===== config.mk =====
export PLATFORM = sky130hd
export DESIGN_NAME = dsram_axi_bridge
export DESIGN_NICKNAME = d
export VERILOG_FILES = /design/src/rtl/dsram_axi_bridge.sv
export SDC_FILE = /design/constraint.sdc
export NUM_CORES = 1
export LEC_CHECK = 0
export ABC_CLOCK_PERIOD_IN_PS = 1870
export CORE_MARGIN = 2
export CORE_UTILIZATION = 37
export CTS_CLUSTER_DIAMETER = 120
export DETAILED_ROUTE_END_ITERATION = 6
export PLACE_DENSITY = 0.8
export SLEW_MARGIN = 20
export SYNTH_ARGS = -nofsm -noshare
export SYNTH_HDL_FRONTEND = slang
export SYNTH_SLANG_ARGS = --single-unit
export TNS_END_PERCENT = 50

===== constraint.sdc =====
create_clock -name clk -period 1.87 [get_ports clk]
set_clock_uncertainty 0.2 [all_clocks]
set_input_delay 0.2805 -clock clk [delete_from_list [all_inputs] [get_ports clk]]
set_output_delay 0.2805 -clock clk [all_outputs]
set_load 0.02 [all_outputs]

===== src/rtl/dsram_axi_bridge.sv =====
// Data-side sram-like port to single-beat AXI read/write bridge.
// Ports: clk/rst, CPU sram port (en/wen/addr/wdata/rdata/d_stall, ext_stall), AXI AR/R/AW/W/B.
module dsram_axi_bridge #(
  parameter bit          WAIT_B   = 1'b1,
  parameter logic [31:0] ERR_DATA = 32'h0
) (
  input  logic        clk,
  input  logic        rst,
  input  logic        data_sram_en,
  input  logic [3:0]  data_sram_wen,
  input  logic [31:0] data_sram_addr,
  input  logic [31:0] data_sram_wdata,
  output logic [31:0] data_sram_rdata,
  output logic        data_sram_d_stall,
  input  logic        ext_stall,
  output logic [31:0] araddr,
  output logic        arvalid,
  input  logic        arready,
  input  logic [31:0] rdata,
  input  logic [1:0]  rresp,
  input  logic        rvalid,
  output logic        rready,
  output logic [31:0] awaddr,
  output logic        awvalid,
  input  logic        awready,
  output logic [31:0] wdata,
  output logic [3:0]  wstrb,
  output logic        wvalid,
  input  logic        wready,
  input  logic [1:0]  bresp,
  input  logic        bvalid,
  output logic        bready
);

  typedef enum logic [2:0] {
    IDLE, RD_A, RD_D, WR, WR_B, DONE
  } state_t;

  state_t      state, state_n;
  logic [31:0] addr_q, addr_n;
  logic [31:0] wdata_n, rdata_n;
  logic [3:0]  wstrb_n;
  logic        arvalid_n, rready_n;
  logic        awvalid_n, wvalid_n, bready_n;
  logic        aw_left, w_left;
  logic        unused_bresp;

  assign unused_bresp = ^bresp;
  assign araddr = addr_q;
  assign awaddr = addr_q;
  assign data_sram_d_stall = data_sram_en & (state != DONE);

  assign aw_left = awvalid & ~awready;
  assign w_left  = wvalid & ~wready;

  always_comb begin
    state_n   = state;
    addr_n    = addr_q;
    wdata_n   = wdata;
    wstrb_n   = wstrb;
    rdata_n   = data_sram_rdata;
    arvalid_n = arvalid;
    rready_n  = rready;
    awvalid_n = awvalid;
    wvalid_n  = wvalid;
    bready_n  = bready;
    // Without WAIT_B the response is drained in the background
    if (!WAIT_B && bready && bvalid)
      bready_n = 1'b0;
    unique case (state)
      IDLE: begin
        if (data_sram_en) begin
          addr_n  = data_sram_addr;
          wdata_n = data_sram_wdata;
          wstrb_n = data_sram_wen;
          if (data_sram_wen == 4'b0000) begin
            arvalid_n = 1'b1;
            state_n   = RD_A;
          end else if (!bready) begin
            // Only one write response may be outstanding
            awvalid_n = 1'b1;
            wvalid_n  = 1'b1;
            state_n   = WR;
          end
        end
      end
      RD_A: begin
        if (arready) begin
          arvalid_n = 1'b0;
          rready_n  = 1'b1;
          state_n   = RD_D;
        end
      end
      RD_D: begin
        if (rvalid) begin
          rdata_n  = (rresp != 2'b00) ? ERR_DATA : rdata;
          rready_n = 1'b0;
          state_n  = DONE;
        end
      end
      WR: begin
        awvalid_n = aw_left;
        wvalid_n  = w_left;
        if (!aw_left && !w_left) begin
          bready_n = 1'b1;
          state_n  = WAIT_B ? WR_B : DONE;
        end
      end
      WR_B: begin
        if (bvalid) begin
          bready_n = 1'b0;
          state_n  = DONE;
        end
      end
      DONE: begin
        if (!ext_stall)
          state_n = IDLE;
      end
      default: state_n = IDLE;
    endcase
  end

  always_ff @(posedge clk) begin
    if (rst) begin
      state           <= IDLE;
      addr_q          <= 32'h0;
      wdata           <= 32'h0;
      wstrb           <= 4'h0;
      data_sram_rdata <= 32'h0;
      arvalid         <= 1'b0;
      rready          <= 1'b0;
      awvalid         <= 1'b0;
      wvalid          <= 1'b0;
      bready          <= 1'b0;
    end else begin
      state           <= state_n;
      addr_q          <= addr_n;
      wdata           <= wdata_n;
      wstrb           <= wstrb_n;
      data_sram_rdata <= rdata_n;
      arvalid         <= arvalid_n;
      rready          <= rready_n;
      awvalid         <= awvalid_n;
      wvalid          <= wvalid_n;
      bready          <= bready_n;
    end
  end

endmodule

* Yosys cells after proc, flatten, opt, wreduce, memory -nomap -nowiden
Cells that the tools add are included.
Word-level totals: register bits after elaboration 108, word-level logic and storage cells 73, output and inout bits 138
Operators by class: reductions and logical operators 17, bitwise gates (word level) 5, eq/ne operators 16, muxes and demuxes 25
Operators with widths (count):
- $mux 32 | 1
- $mux 3 | 8
- $ne 2x2->1 const B | 9
- $pmux 3 s6 | 1
- $mux 1 | 10
- $pmux 1 s2 | 5
- $reduce_bool 2->1 | 5
- $reduce_and 4->1 | 2
- $reduce_and 7->1 | 1
- $eq 3x2->1 const B | 2
- $eq 3x3->1 const B | 2
- $ne 3x3->1 const B | 2
- $reduce_and 3->1 | 2
- $logic_not 4->1 | 1
- $reduce_and 2->1 | 2
- $and 1x1->1 | 3
- $eq 3x1->1 const B | 1
- $logic_not 3->1 | 1
- $logic_not 1->1 | 2
- $not 1->1 | 2
- $logic_and 1x1->1 | 1

* Depth between registers and ports, before layout
depth after elaboration 6, gate-level depth with buffers 7, mapped depth without buffers 5

* Worst setup path before layout
OpenSTA, ideal clock, no wires.
path type reg2reg, from register state[0], to register state[0], data arrival time 1.405 ns, slack 0.207 ns, cell stages (with the launch flop) 7, library setup time 0.058 ns, data required time 1.612 ns, clock period less this slack 1.663 ns, path buffers 1, path through dfxtp_1 -> inv_1 -> or4_1 -> and3_1 -> buf_2 -> a211o_1 -> nand2_1
On the way: longest elaborated chain between the ends 3
RTL lines:
- start, declared | RTL line 39 | state_t state, state_n;
- start signal, assigned | RTL line 136 | state <= state_n;
- $eq 3x3->1, or another cell as far along | RTL line 70 | unique case (state)
- $ne 2x2->1 (no line) / $ne 3x3->1 (equally long branches)
- $reduce_and 7->1 (no line)
Several ways; a longest one is shown, not always the timed one. A chain may end at the register's enable or synchronous reset.

* Worst setup path after layout
from register awvalid, to output awvalid
RTL lines:
- start, declared | RTL line 24 | output logic awvalid,
- start signal, assigned | RTL line 143 | awvalid <= awvalid_n;
No word-level cell between the ends.

==> results.toml <==
[worst_setup_path]
worst_path_max_delay_cell = "clkdlybuf4s50_1"
worstPathArrival_ns = 1.34
critPathLaunch = "awvalid$_SDFFE_PP0P_"
max_stage_delay_ns = 0.64
crit_type = "reg -> out"
critical_path_peak_fanout = 3
path_delay_family = "buffers and inverters"
crit_required_ns = 1.39
crit_path_start_kind = "register"
crit_chain = "clkdlybuf4s50_1"
rr_startpoint = "state[2]$_SDFFE_PP0P_"
worstSetupEndpointType = "primary output"
critPathBufInv = 1

[yosys]
synth-simple-area-share_pct = 23.7
synthXorXnorAreaFrac_pct = 0
synth_edf_count = 0
yosysWarnings = 0
synthFlopType = "dfxtp_1"
synthCells = 535
synth_mux_area_share_pct = 0
synth_top_area_share_pct = 51.7
synth_cell_types = 29
synth_compound_area_share_pct = 14.6
synth.area.top_cells = "dfxtp_1 (52%), nand2_1 (16%), a21oi_1 (12%)"
synth_fa_ha_area_share_pct = 0
syn_area_um2 = 4180
synth_top_area_cell = "dfxtp_1"
async_reset_ff_share_pct = 0
avgSynthCellArea_um2 = 7.82
synth_nets = 648
seq_area_frac_synth_pct = 51.7
ys_ff_latch = 108
synth_top_family_by_area = "simple AND/OR/NAND/NOR gates"

[route]
drt_wl_total_um = 12900
drcViolationCount = 0
avgRoutedWirePerCell_um = 14.6
viasPerCell = 4.92
ant_nets = 0
vias = 4365
first_pass_iters = 6
drtIter0Drc = 282

[cells_and_area]
stdcell_count = 888
syn_to_final_growth_pct = 66.8
num_antenna_cells = 0
post-route-util_pct = 63.8
nets = 856
drive_gt1_share_pct = 6.28

[min_path]
worstHoldPathType = "in -> reg"
min_from = "rst"

[clocking]
cts.sinks = 108
htree_levels = 3
cts_buffers = 9
cts_buffer_depth = 2
cts_tree = "built"
clock_latency_ns = 0.33
clk_pin_slew_ns = 0.07
clockRootBuffer = "clkbuf_16"

[timing]
setup_violations = 0
rsz0062_at_grt = "false"
hold_violations = 0
slew_headroom_pct = 69.8
finalCritPeriodShare_pct = 97.4
max_freq_ghz = 0.549
drv_slew = 0
worst_slew_pin_slew_ns = 0.453
period_minus_slack_ns = 1.82

[global_routing]
grt_pass1_vias = 4138
grt_pass1_wl_um = 19300
grt.total_usage_pct = 20.3
antenna_found_initial = 0
grt_max_degree = 61
gr-total-overflow = 0

[floorplan]
start_util_pct = 38.2
die_x_um = 110
die_height_um = 110
row_count = 38
core_area_um2 = 10900
die-area_um2 = 12200
io-pin-count = 251

[pwr]
p_per_area_nw_per_um2 = 1110
p_leak_nw = 2.51
irDropWorstVdd_mv = 0.667

[run_status]
status = "finished, final reports clean"

[placement]
placedCellCount = 872
numPortBuffers = 248
place_hpwl_um = 9700
gp_congestion = 0.966

[run]
drv_cap = 0
-- cell families (layout without fill, tap and decap cells) --
group	count (synthesis)	count (layout)
buffers and inverters	74	287
AO/OA/AOI/OAI	116	116
AND/OR/NAND/NOR	237	237
flip-flops	108	108
-- cells in the mapped netlist (all sizes together), types with 2 or more instances --
cell type	n
nand2	178
dfxtp	108
a21oi	104
buf	48
nand3	37
clkbuf	23
nor3	6
nor2	5
inv	3
nor2b	3
or4	3
a211o	2
nand2b	2
o21bai	2
-- cell usage in the layout (no fill, tap or decap), types with 3 or more instances in the layout --
cell type	n
clkbuf_8	3
clkbuf_16	9
inv_1	3
or4_1	3
nor2_1	3
nand3_1	36
buf_12	5
dfxtp_1	107
clkdlybuf4s50_1	243
buf_4	16
nand2_1	178
nor3_1	4
a21oi_1	104
-- repair_timing --
action	CTS	global route
endpoints found under the setup margin	4	7
hold buffers	0	0
pin swaps	0	1
gates resized for setup	4	9
buffers inserted	0	0
-- metal layers --
metal  global-route usage, %  part of all wire, %
met5                       0                    0
met2                    38.3                   52
met4                    10.4                  3.1
met1                    19.7                   36
met3                    6.11                  9.3
-- area by class of cell --
class,instances,area (µm²)
clock inverters,3,20.0
flip-flops and latches,108,2160
clock buffers,13,270
multi-input cells,353,1640
inverters,3,11.3
fillers,928,3960
well taps,140,175
repair buffers,268,2690
-- flip-flops by register name, summed over array words and instances, names as in the netlist --
register and count:
araddr 32, arvalid 1, awvalid 1, bready 1, data_sram_rdata 32, rready 1
state 3, wdata 32, wstrb 4, wvalid 1
-- path summary, 6_finish.rpt --
path | to | slack, ns | depth (start not counted)
worst min register to register | data_sram_rdata[30]$_SDFFE_PP0P_ | 0.25 | 2
worst min-delay path | araddr[26]$_SDFFE_PP0P_ | 0.17 | 2
worst max register to register | state[0]$_SDFFE_PP0P_ | 0.06 | 5
worst max-delay path | awvalid | 0.05 | 1
-- where the power goes --
group	total, mW	internal [mW]	switching (mW)
clock	1.80	1.01	0.794
combinational	3.05	1.39	1.66
sequential	2.86	2.64	0.225
total	7.71	5.04	2.68
-- metrics by stage --
stage / worst slack (ns) / setup TNS [ns] / area, µm² / total power [mW] / hold slack (ns)
2_1_floorplan: 0.207 / 0 / 4180 / 4.60 / 0.217
3_3_place_gp: -0.177 / -4.04 / 6660 / 5.86 / 0.237
3_5_place_dp: -0.242 / -6.76 / 6660 / 5.95 / 0.243
4_1_cts: 0.0193 / 0 / 6950 / 7.77 / 0.148
5_1_grt: 0.00485 / 0 / 6970 / 8.13 / 0.181
6_report: 0.0490 / 0 / 6970 / 7.71 / 0.165
Note: power is estimated with default switching activity, not from simulation.
